===== config.mk =====
export PLATFORM = sky130hd
export DESIGN_NAME = instr_fetch_unit_flat
export DESIGN_NICKNAME = d
export VERILOG_FILES = /design/src/rtl/cpu_pkg.sv /design/src/rtl/instr_fetch_unit_if.sv /design/src/rtl/fetch_fifo.sv /design/src/rtl/instr_fetch_unit.sv /design/src/flat_wrapper.sv
export SDC_FILE = /design/constraint.sdc
export NUM_CORES = 1
export LEC_CHECK = 0
export ABC_AREA = 1
export BUFFER_PORTS_ARGS = -buffer_cell sky130_fd_sc_hd__buf_2
export CORE_ASPECT_RATIO = 1.5
export CORE_MARGIN = 4
export CORE_UTILIZATION = 38
export CTS_BUF_LIST = sky130_fd_sc_hd__clkbuf_4 sky130_fd_sc_hd__clkbuf_8
export DETAILED_ROUTE_END_ITERATION = 8
export PLACE_DENSITY = 0.61
export SLEW_MARGIN = 10
export SYNTH_ARGS = -nofsm -noshare
export SYNTH_HDL_FRONTEND = slang
export SYNTH_SLANG_ARGS = --single-unit

===== constraint.sdc =====
create_clock -name clk -period 6.8 [get_ports clk]
set_clock_uncertainty 0.05 [all_clocks]
set_input_delay 2.04 -clock clk [delete_from_list [all_inputs] [get_ports clk]]
set_output_delay 2.04 -clock clk [all_outputs]
set_load 0.03 [all_outputs]

===== src/rtl/cpu_pkg.sv =====
// Shared CPU definitions: PC-source encodings, reset vector
// and the instruction field positions decoded by the control unit.
package cpu_pkg;

    localparam logic [1:0] PCSRC_SEQ = 2'b00;
    localparam logic [1:0] PCSRC_BR  = 2'b01;
    localparam logic [1:0] PCSRC_J   = 2'b10;
    localparam logic [1:0] PCSRC_JR  = 2'b11;

    localparam logic [31:0] RESET_PC_DEF = 32'h0000_0000;

    localparam int OPC_MSB  = 31;
    localparam int OPC_LSB  = 26;
    localparam int FUNC_MSB = 5;
    localparam int FUNC_LSB = 0;
    localparam int RT_MSB   = 20;
    localparam int RT_LSB   = 16;

endpackage


===== src/rtl/instr_fetch_unit_if.sv =====
// Fetch-stage bus bundle: instruction-memory port, decode stream
// and the redirect inputs from the control unit.
interface instr_fetch_unit_if #(
    parameter int ADDR_W = 32
);

    logic              imem_req;
    logic [ADDR_W-1:0] imem_addr;
    logic [31:0]       imem_rdata;
    logic [31:0]       instr;
    logic [ADDR_W-1:0] instr_pc4;
    logic [5:0]        Opcode;
    logic [5:0]        func;
    logic [4:0]        Rt;
    logic              instr_valid;
    logic              instr_ready;
    logic [1:0]        PCSrc;
    logic [ADDR_W-1:0] br_target;
    logic [ADDR_W-1:0] j_target;
    logic [ADDR_W-1:0] jr_target;

    modport master (
        output imem_req, imem_addr,
        output instr, instr_pc4, Opcode, func, Rt, instr_valid,
        input  imem_rdata, instr_ready,
        input  PCSrc, br_target, j_target, jr_target
    );

    modport slave (
        input  imem_req, imem_addr,
        input  instr, instr_pc4, Opcode, func, Rt, instr_valid,
        output imem_rdata, instr_ready,
        output PCSrc, br_target, j_target, jr_target
    );

endinterface


===== src/rtl/fetch_fifo.sv =====
// Prefetch queue for the fetch stage.
// Flush wins over push so a wrong-path return never lands.
module fetch_fifo #(
    parameter int W     = 64,
    parameter int DEPTH = 4,
    parameter int AW    = $clog2(DEPTH),
    parameter int CW    = $clog2(DEPTH + 1)
) (
    input  logic          clk,
    input  logic          rst,
    input  logic          i_push,
    input  logic [W-1:0]  i_data,
    input  logic          i_pop,
    input  logic          i_flush,
    output logic [W-1:0]  o_data,
    output logic          o_empty,
    output logic [CW-1:0] o_count
);

    logic [W-1:0]  r_mem [DEPTH];
    logic [AW-1:0] r_wp;
    logic [AW-1:0] r_rp;
    logic [CW-1:0] r_cnt;
    logic          w_full;
    logic          w_pop;
    logic          w_push;

    assign w_full  = (r_cnt == CW'(DEPTH));
    assign o_empty = (r_cnt == '0);
    assign w_pop   = i_pop && !o_empty;
    assign w_push  = i_push && (!w_full || w_pop);

    always_ff @(posedge clk) begin
        if (rst || i_flush) begin
            r_wp  <= '0;
            r_rp  <= '0;
            r_cnt <= '0;
        end else begin
            if (w_push) r_wp <= r_wp + AW'(1);
            if (w_pop)  r_rp <= r_rp + AW'(1);
            case ({w_push, w_pop})
                2'b10:   r_cnt <= r_cnt + CW'(1);
                2'b01:   r_cnt <= r_cnt - CW'(1);
                default: r_cnt <= r_cnt;
            endcase
        end
    end

    always_ff @(posedge clk) begin
        if (w_push && !i_flush) r_mem[r_wp] <= i_data;
    end

    assign o_data  = r_mem[r_rp];
    assign o_count = r_cnt;

endmodule


===== src/rtl/instr_fetch_unit.sv =====
// Fetch stage: PC, imem issue, prefetch queue and PCSrc redirect.
// Wrong-path reads are dropped by epoch tag and queue flush.
module instr_fetch_unit
    import cpu_pkg::*;
#(
    parameter int                ADDR_W   = 32,
    parameter int                DEPTH    = 4,
    parameter logic [ADDR_W-1:0] RESET_PC = ADDR_W'(RESET_PC_DEF)
) (
    input  logic                clk,
    input  logic                rst,
    instr_fetch_unit_if.master  bus
);

    localparam int CW = $clog2(DEPTH + 1);
    localparam int EW = 32 + ADDR_W;

    logic [ADDR_W-1:0] r_pc;
    logic [ADDR_W-1:0] r_infl_pc4;
    logic              r_run;
    logic              r_infl;
    logic              r_infl_ep;
    logic              r_epoch;

    logic [ADDR_W-1:0] w_pc_nxt;
    logic [ADDR_W-1:0] w_pc4;
    logic              w_redir;
    logic              w_req;
    logic              w_push;
    logic              w_pop;
    logic              w_empty;
    logic [CW-1:0]     w_cnt;
    logic [CW:0]       w_occ;
    logic [EW-1:0]     w_head;
    logic [31:0]       w_instr;

    assign w_redir = (bus.PCSrc != PCSRC_SEQ);
    assign w_occ   = {1'b0, w_cnt} + (CW+1)'(r_infl);
    assign w_req   = r_run && !w_redir && (w_occ < (CW+1)'(DEPTH));
    assign w_push  = r_infl && (r_infl_ep == r_epoch) && !w_redir;
    assign w_pop   = !w_empty && bus.instr_ready;
    assign w_pc4   = r_pc + ADDR_W'(4);

    always_comb begin
        w_pc_nxt = r_pc;
        case (bus.PCSrc)
            PCSRC_BR: w_pc_nxt = {bus.br_target[ADDR_W-1:2], 2'b00};
            PCSRC_J:  w_pc_nxt = {bus.j_target[ADDR_W-1:2], 2'b00};
            PCSRC_JR: w_pc_nxt = {bus.jr_target[ADDR_W-1:2], 2'b00};
            default:  if (w_req) w_pc_nxt = w_pc4;
        endcase
    end

    // r_run delays the first request by one cycle after reset release
    always_ff @(posedge clk) begin
        if (rst) begin
            r_pc       <= RESET_PC;
            r_run      <= 1'b0;
            r_infl     <= 1'b0;
            r_infl_ep  <= 1'b0;
            r_infl_pc4 <= '0;
            r_epoch    <= 1'b0;
        end else begin
            r_pc       <= w_pc_nxt;
            r_run      <= 1'b1;
            r_infl     <= w_req;
            r_infl_pc4 <= w_pc4;
            if (w_req)   r_infl_ep <= r_epoch;
            if (w_redir) r_epoch   <= ~r_epoch;
        end
    end

    fetch_fifo #(
        .W     (EW),
        .DEPTH (DEPTH)
    ) u_fifo (
        .clk     (clk),
        .rst     (rst),
        .i_push  (w_push),
        .i_data  ({bus.imem_rdata, r_infl_pc4}),
        .i_pop   (w_pop),
        .i_flush (w_redir),
        .o_data  (w_head),
        .o_empty (w_empty),
        .o_count (w_cnt)
    );

    // empty queue presents an all-zero word, which decodes as a nop
    assign w_instr         = w_empty ? 32'h0 : w_head[EW-1:ADDR_W];
    assign bus.instr       = w_instr;
    assign bus.instr_pc4   = w_empty ? '0 : w_head[ADDR_W-1:0];
    assign bus.Opcode      = w_instr[OPC_MSB:OPC_LSB];
    assign bus.func        = w_instr[FUNC_MSB:FUNC_LSB];
    assign bus.Rt          = w_instr[RT_MSB:RT_LSB];
    assign bus.instr_valid = !w_empty;
    assign bus.imem_req    = w_req;
    assign bus.imem_addr   = w_req ? r_pc : '0;

endmodule


===== src/flat_wrapper.sv =====
// flat-port wrapper written by rule: the top's interface ports become plain ports
module instr_fetch_unit_flat import cpu_pkg::*;
#(
    parameter int                ADDR_W   = 32,
    parameter int                DEPTH    = 4,
    parameter logic [ADDR_W-1:0] RESET_PC = ADDR_W'(RESET_PC_DEF)
)
  (clk, rst, bus_imem_req, bus_imem_addr, bus_instr, bus_instr_pc4, bus_Opcode, bus_func, bus_Rt, bus_instr_valid, bus_imem_rdata, bus_instr_ready, bus_PCSrc, bus_br_target, bus_j_target, bus_jr_target);
  instr_fetch_unit_if #(.ADDR_W(ADDR_W)) bus_i ();
  input  logic clk;
  input  logic rst;
  output wire logic [$bits(bus_i.imem_req)-1:0] bus_imem_req;
  output wire logic [$bits(bus_i.imem_addr)-1:0] bus_imem_addr;
  output wire logic [$bits(bus_i.instr)-1:0] bus_instr;
  output wire logic [$bits(bus_i.instr_pc4)-1:0] bus_instr_pc4;
  output wire logic [$bits(bus_i.Opcode)-1:0] bus_Opcode;
  output wire logic [$bits(bus_i.func)-1:0] bus_func;
  output wire logic [$bits(bus_i.Rt)-1:0] bus_Rt;
  output wire logic [$bits(bus_i.instr_valid)-1:0] bus_instr_valid;
  input wire logic [$bits(bus_i.imem_rdata)-1:0] bus_imem_rdata;
  input wire logic [$bits(bus_i.instr_ready)-1:0] bus_instr_ready;
  input wire logic [$bits(bus_i.PCSrc)-1:0] bus_PCSrc;
  input wire logic [$bits(bus_i.br_target)-1:0] bus_br_target;
  input wire logic [$bits(bus_i.j_target)-1:0] bus_j_target;
  input wire logic [$bits(bus_i.jr_target)-1:0] bus_jr_target;
  assign bus_imem_req = bus_i.imem_req;
  assign bus_imem_addr = bus_i.imem_addr;
  assign bus_instr = bus_i.instr;
  assign bus_instr_pc4 = bus_i.instr_pc4;
  assign bus_Opcode = bus_i.Opcode;
  assign bus_func = bus_i.func;
  assign bus_Rt = bus_i.Rt;
  assign bus_instr_valid = bus_i.instr_valid;
  assign bus_i.imem_rdata = bus_imem_rdata;
  assign bus_i.instr_ready = bus_instr_ready;
  assign bus_i.PCSrc = bus_PCSrc;
  assign bus_i.br_target = bus_br_target;
  assign bus_i.j_target = bus_j_target;
  assign bus_i.jr_target = bus_jr_target;
  instr_fetch_unit #(.ADDR_W(ADDR_W), .DEPTH(DEPTH), .RESET_PC(RESET_PC)) u_core (.clk(clk), .rst(rst), .bus(bus_i));
endmodule

==> impl_metrics.tcl, run 1 <==
set metrics [dict create \
    slowest_stage "nand4_4" \
    p_leak_nw 6.47 \
    io_buffers 237 \
    cap_viol_max_count 0 \
    multi_input_area_um2 4220 \
    antenna_found_initial 3 \
    wl_per_cell_um 15.8 \
    rr_endpoint "u_core.r_pc[4]" \
    cts_root_buf "clkbuf_8" \
    path_class "input port to output port" \
    drt_first_pass_iters 5 \
    ys_seq_area_share_pct 64.5 \
    startpoint "bus_PCSrc[1]" \
    crit_buf_inv 2 \
    p_per_area_nw_per_um2 241 \
    cts_max_level 2 \
    slew_headroom_pct 26.3 \
    die_w_um 164 \
    die_area_um2 39600 \
    path_cells "buf_2 -> nor2_4 -> nand4_4 -> nor2_1 -> buf_2" \
    synth.avg_cell_area_um2 9.72 \
    crit_fanout 36 \
    fill_cells 3477 \
    clock_latency_ns 0.56 \
    grt_max_degree 72 \
    rows 85 \
    endpoint_kind "output port" \
    seq_area_um2 8910 \
    finalCriticalPeriod_ns 5.47 \
    grt_first_pass_wirelength_um 52900 \
    track_usage_pct 16.7 \
    drt_iter0_markers 472 \
    ios 248 \
    holdPathStages 2 \
    cp.required_ns 4.71 \
    drc 0 \
    finalHoldViolations 0 \
    critPathLaunchType "input port" \
    fmax_mhz 183 \
    combPwrFrac_pct 4.4 \
    hp-class "flip-flop to flip-flop" \
    power_frac_seq_pct 55.3 \
    cp_top_family "simple AND/OR/NAND/NOR gates" \
    drv_slew 0 \
    dpl.hpwl_um 21100 \
    r2r_cells 5 \
    vias_per_cell 4.74 \
    initial_core_util_pct 38.5 \
    syn-instance-count 1422 \
    status "finished, final reports clean" \
    grt_pass1_vias 10200 \
    internal_power_mw 3.09 \
    cts_resized 0 \
    grt-ovfl-total 0 \
    clkSlewWorstSetupHoldPaths_ns 0.06 \
    final_common_cell "nor2_1" \
    cts_tree "built" \
    r2r_slack_ns 4.46 \
    ys_warn_count 0 \
    cts.path.max_buffers 3 \
    power_switching_mw 0.828 \
    vdd_drop_max_mv 0.0922 \
    netlist_area_um2 13800 \
    finalSetupTns_ns 0 \
    post-cts-setup-buffers 0 \
    swShare_pct 21.1 \
    crit_top_cell "buf_2" \
    drive_gt1_share_pct 20.9 \
    ys_ff_latch 321 \
    pwr-share-clk_pct 40.4 \
    syn_to_final_growth_pct 17.6 \
    ant_nets 0 \
    core_um2 35900 \
    layout.nets 1768 \
    die_y_um 242 \
    cts-buffers-inserted 47 \
    hold_start "u_core.u_fifo.r_rp[1]" \
    period_share_pct 80.5 \
    vias 10200 \
    hold_buffers 0 \
    whs_ns 0.413 \
    clock-sinks 321 \
    gp_routability_congestion 0.936 \
    timing.rr.start "u_core.u_fifo.o_count[2]" \
    synth_cell_type_count 33 \
    slowest_delay_ns 0.47 \
    wl_um 33800 \
    setup_viol 0 \
    tightest_slew_ns 1.10 \
    rsz0062_at_grt "no" \
    cp.arrival_ns 3.38 \
    final_cell_mix "352 x nor2_1, 248 x edfxtp_1, 237 x buf_2" \
]
==> metal layers <==
layer | routed length (µm) | vias up | share of wire (%) | GRT usage (%)
li1 | - | 5168 | - | -
met1 | 13600 | 4618 | 40 | 18.8
met2 | 17200 | 304 | 51 | 30.6
met3 | 1930 | 68 | 5.7 | 3.20
met4 | 1130 | 0 | 3.3 | 6.59
met5 | 0 | - | 0 | 0
==> through the flow <==
stage / instances / worst slack (ns) / cell area (µm²) / power (mW) / util [%]
finish: 2145 / 1.33 / 16200 / 3.92 / 45.2
global placement: 2058 / 1.35 / 15300 / 2.38 / 42.5
global route: 2145 / 1.14 / 16200 / 4.10 / 45.2
detailed placement: 2058 / 1.28 / 15300 / 2.38 / 42.5
CTS: 2142 / 1.28 / 16200 / 3.97 / 45.2
floorplan: 1425 / 1.11 / 13800 / 2.30 / -
==> power groups by stage <==
| stage | Clock, mW | Combinational (mW) | Sequential, mW |
|---|---|---|---|
| 2_1_floorplan | 0 | 0.106 | 2.20 |
| 3_3_place_gp | 0 | 0.171 | 2.20 |
| 3_5_place_dp | 0 | 0.173 | 2.21 |
| 4_1_cts | 1.63 | 0.174 | 2.16 |
| 5_1_grt | 1.73 | 0.196 | 2.17 |
| 6_report | 1.58 | 0.172 | 2.17 |
==> cells by family (layout without fill, tap and decap cells) <==
logic type               after synthesis  in the layout  share of synthesized area (%)
AND/OR/NAND/NOR                      670            670                           19.7
flip-flops                           321            321                           64.5
AO/OA/AOI/OAI                        254            254                           9.30
buffers and inverters                161            400                           5.36
XOR/XNOR                               9              9                          0.570
adder cells (fa/ha/maj)                6              6                          0.597
other                                  1              7                         0.0271
==> worst register-to-register path, stage by stage, from the launching register on <==
cell and delay, ns:
dfxtp_1 0.31, inv_1 0.14, nand4_4 0.46, nand2_1 0.94
o21ai_0 0.21, a21oi_1 0.17
==> layout make-up <==
class                           instances  area share, %
Antenna cell                            3         0.0462
Clock buffer                           71           5.36
Clock inverter                         13          0.631
Inverter                               68           1.57
Multi-Input combinational cell        943           26.0
Sequential cell                       321           54.9
Tap cell                              478           3.68
Timing Repair Buffer                  248           7.89
==> how the worst max path moves through the flow <==
stage / endpoint / slack (ns) / cells past startpoint
after CTS: bus_imem_addr[19] / 1.28 / 5
after floorplan: u_core.u_fifo.r_mem[0][10] / 1.11 / 5
after detailed placement: bus_imem_addr[19] / 1.28 / 5
final: bus_imem_addr[19] / 1.33 / 5
after global placement: bus_imem_addr[25] / 1.35 / 5
after global routing: bus_imem_addr[27] / 1.14 / 5
==> sequential cells by signal, summed over array words and instances, names as in the netlist, named ones only <==
name	cells
u_core.r_pc	30
u_core.u_fifo.r_rp	2
u_core.r_run	1
u_core.u_fifo.r_wp	2
u_core.r_infl_ep	1
u_core.u_fifo.r_mem	248
u_core.u_fifo.o_count	3
u_core.r_infl	1
u_core.r_infl_pc4	30
u_core.r_epoch	1
==> synth_stat cells (all sizes together) <==
library cell	n	area share (%)
xor2	8	0.51
conb	1	0.027
ha	5	0.45
o21ai	166	6.0
clkbuf	39	1.1
nand4	14	0.74
fa	1	0.14
nor2	367	10
or2	1	0.045
nand2	221	6.0
buf	54	2.5
nand3	51	1.8
o211ai	1	0.054
o22ai	1	0.045
xnor2	1	0.063
inv	68	1.8
dfxtp	73	11
a21boi	1	0.054
and2	5	0.23
nand3b	1	0.054
edfxtp	248	54
and3	10	0.45
a21oi	85	3.1
Power figures use the tool's default switching activity.
==> inputs of run 2 (changes only) <==
- ABC_AREA: 1 -> 0
- PLACE_DENSITY: 0.61 -> 0.63
- clock period: 6.8 -> 4.9 ns (I/O delays scaled with it)
==> run 2 against run 1 <==
Compared with the run above: worst setup slack worse by 0.88 ns; register-to-register slack worse by 2.4 ns; wire length is 1.8% lower; clock power is 45% higher; clock-buffer cell count is 11 lower; worst hold slack better by 0.0087 ns; synthesized cell count is 31% lower.
==> impl_metrics.tcl, run 2 <==
set metrics [dict create \
    status "finished, final reports clean" \
    initial_core_util_pct 38.4 \
    syn-instance-count 980 \
    die_w_um 165 \
    endpoint_kind "output port" \
    synthTopCellsByCount "248 x edfxtp_1, 95 x and2_1, 73 x dfxtp_1" \
    track_usage_pct 16.2 \
    rsz0062_at_grt "no" \
    pwr-share-clk_pct 41.0 \
    setup_viol 0 \
    period_share_pct 91.0 \
    hp-class "flip-flop to flip-flop" \
    final_common_cell "edfxtp_1" \
    ys_ff_latch 321 \
    ios 248 \
    tightest_slew_ns 1.09 \
    cts_root_buf "clkbuf_8" \
    grt_pass1_vias 9117 \
    cp_top_family "simple AND/OR/NAND/NOR gates" \
    slew_headroom_pct 27.2 \
    power_switching_mw 1.18 \
    grt-ovfl-total 0 \
    ant_nets 0 \
    cts.path.max_buffers 3 \
    post-cts-setup-buffers 0 \
    die_area_um2 40300 \
    grt_first_pass_wirelength_um 50700 \
    p_per_area_nw_per_um2 334 \
    reg.largest.list "u_core.u_fifo.r_mem: 248 flops, u_core.r_infl_pc4: 30 flops, u_core.r_pc: 30 flops" \
    cts_tree "built" \
    cap_viol_max_count 0 \
    ys_warn_count 0 \
    syn_to_final_growth_pct 18.4 \
    dpl.hpwl_um 21900 \
    hold_buffers 0 \
    synth_cell_type_count 65 \
    swShare_pct 21.2 \
    synth_area_leaders "edfxtp_1 53%, dfxtp_1 10%, mux4_2 10%" \
    ys_seq_area_share_pct 63.2 \
    clkSlewWorstSetupHoldPaths_ns 0.06 \
    netlist_area_um2 14100 \
    worst_slack_ns 0.442 \
    drc 0 \
    vias_per_cell 5.22 \
    finalSetupTns_ns 0 \
    finalHoldViolations 0 \
    cts-buffers-inserted 48 \
    placed_area_um2 15700 \
    slowest_stage "or4b_2" \
    synth_edf_count 248 \
    dp_slack_ns 0.423 \
    layout.nets 1330 \
    crit_buf_inv 3 \
    fmax_mhz 224 \
    placed_cells 1625 \
    vias 8913 \
    fin_cells 1709 \
    drt_iter0_markers 573 \
    finalCriticalPeriod_ns 4.46 \
    crit_fanout 18 \
    synthArstFlopShare_pct 0 \
    die_y_um 244 \
    drv_slew 0 \
    final_cell_mix "248 x edfxtp_1, 237 x buf_2, 91 x and2_1" \
    internal_power_mw 4.39 \
    synth-main-ff-cell "edfxtp_1" \
    path_cells "buf_2 -> or4b_2 -> nor2_2 -> buf_4 -> and2_1 -> buf_2" \
    yosysTopAreaCell "edfxtp_1" \
    cp.required_ns 3.38 \
    synth.most_common_cell "edfxtp_1" \
    core_um2 36700 \
    cts_max_level 2 \
    largest_register "u_core.u_fifo.r_mem" \
    rows 86 \
    drt_first_pass_iters 5 \
    cp.arrival_ns 2.94 \
    critPathLaunchType "input port" \
    combPwrFrac_pct 4.5 \
    whs_ns 0.422 \
    fin_total_pwr_mw 5.57 \
    p_leak_nw 5.94 \
    clock_latency_ns 0.57 \
    crit_top_cell "buf_2" \
    antenna_found_initial 1 \
    fin_util_pct 45.5 \
    clock-sinks 321 \
    io_buffers 237 \
    gp_routability_congestion 0.794 \
    wl_per_cell_um 19.4 \
    slowest_delay_ns 0.66 \
    synth.top_cell.area_share_pct 52.8 \
    largest_register_ffs 248 \
    wl_um 33200 \
    drive_gt1_share_pct 35.6 \
    power_frac_seq_pct 54.4 \
    finish.instance_area_um2 16700 \
    vdd_drop_max_mv 0.172 \
    path_class "input port to output port" \
    synth.avg_cell_area_um2 14.4 \
    cts_resized 0 \
    grt_max_degree 65 \
]
-- run 2: changes by cell type in the layout (fill, tap and decap cells not counted), sizes merged, moves of 14 or more --
cell	change
nand3	-34
a22oi	+23
inv	-58
a21oi	-64
nand2	-196
or3	+22
nor4	+14
o21ai	-142
nor2	-327
mux2	+25
nor3	+23
mux4	+63
or4	+14
and2	+90
-- run 2: per-layer routing --
metal	global-route usage, %	share of wire, %	up-vias
li1	-	-	4205
met1	19.0	38	4337
met2	29.4	53	308
met3	2.88	5.5	63
met4	5.56	2.9	0
met5	0	0	-
-- run 2: worst reg2reg max path: stages (launching register included) --
cell	delay, ns
dfxtp_1	0.53
nand4_1	0.46
or4_1	0.97
or4_1	0.60
a21oi_1	0.15
-- run 2: cell type report --
cell class	instances	area, µm²
fillers	3293	20000
flip-flops and latches	321	8910
multi-input cells	553	4690
repair buffers	258	1430
clock buffers	60	782
well taps	484	606
clock inverters	23	226
inverters	9	33.8
diodes	1	2.50
-- run 2: power groups by stage --
stage	sequential [mW]	clock, mW	combinational, mW
global placement	3.09	0	0.248
global route	3.03	2.48	0.278
finish	3.03	2.29	0.251
detailed placement	3.09	0	0.253
floorplan	3.05	0	0.173
CTS	3.03	2.36	0.254
-- run 2: kinds of logic after synthesis --
group | Yosys count | synth area share [%]
adders and majority gates | 6 | 0.586
AOI/OAI and AO/OA | 130 | 6.49
muxes | 97 | 12.7
DFF | 321 | 63.2
and+or+nand+nor | 296 | 12.0
other | 1 | 0.0266
buffers and inverters | 109 | 3.75
xor gates and xnor gates | 20 | 1.24
-- run 2: path summary, 6_finish.rpt --
kind	from	slack [ns]	cells past startpoint	to
max	bus_PCSrc[1]	0.44	6	bus_imem_addr[13]
min	u_core.r_infl_pc4[7]	0.42	0	u_core.u_fifo.r_mem[1][7]
max reg2reg	u_core.r_pc[10]	2.07	4	u_core.r_infl_pc4[23]
min reg2reg	u_core.r_infl_pc4[7]	0.42	0	u_core.u_fifo.r_mem[1][7]
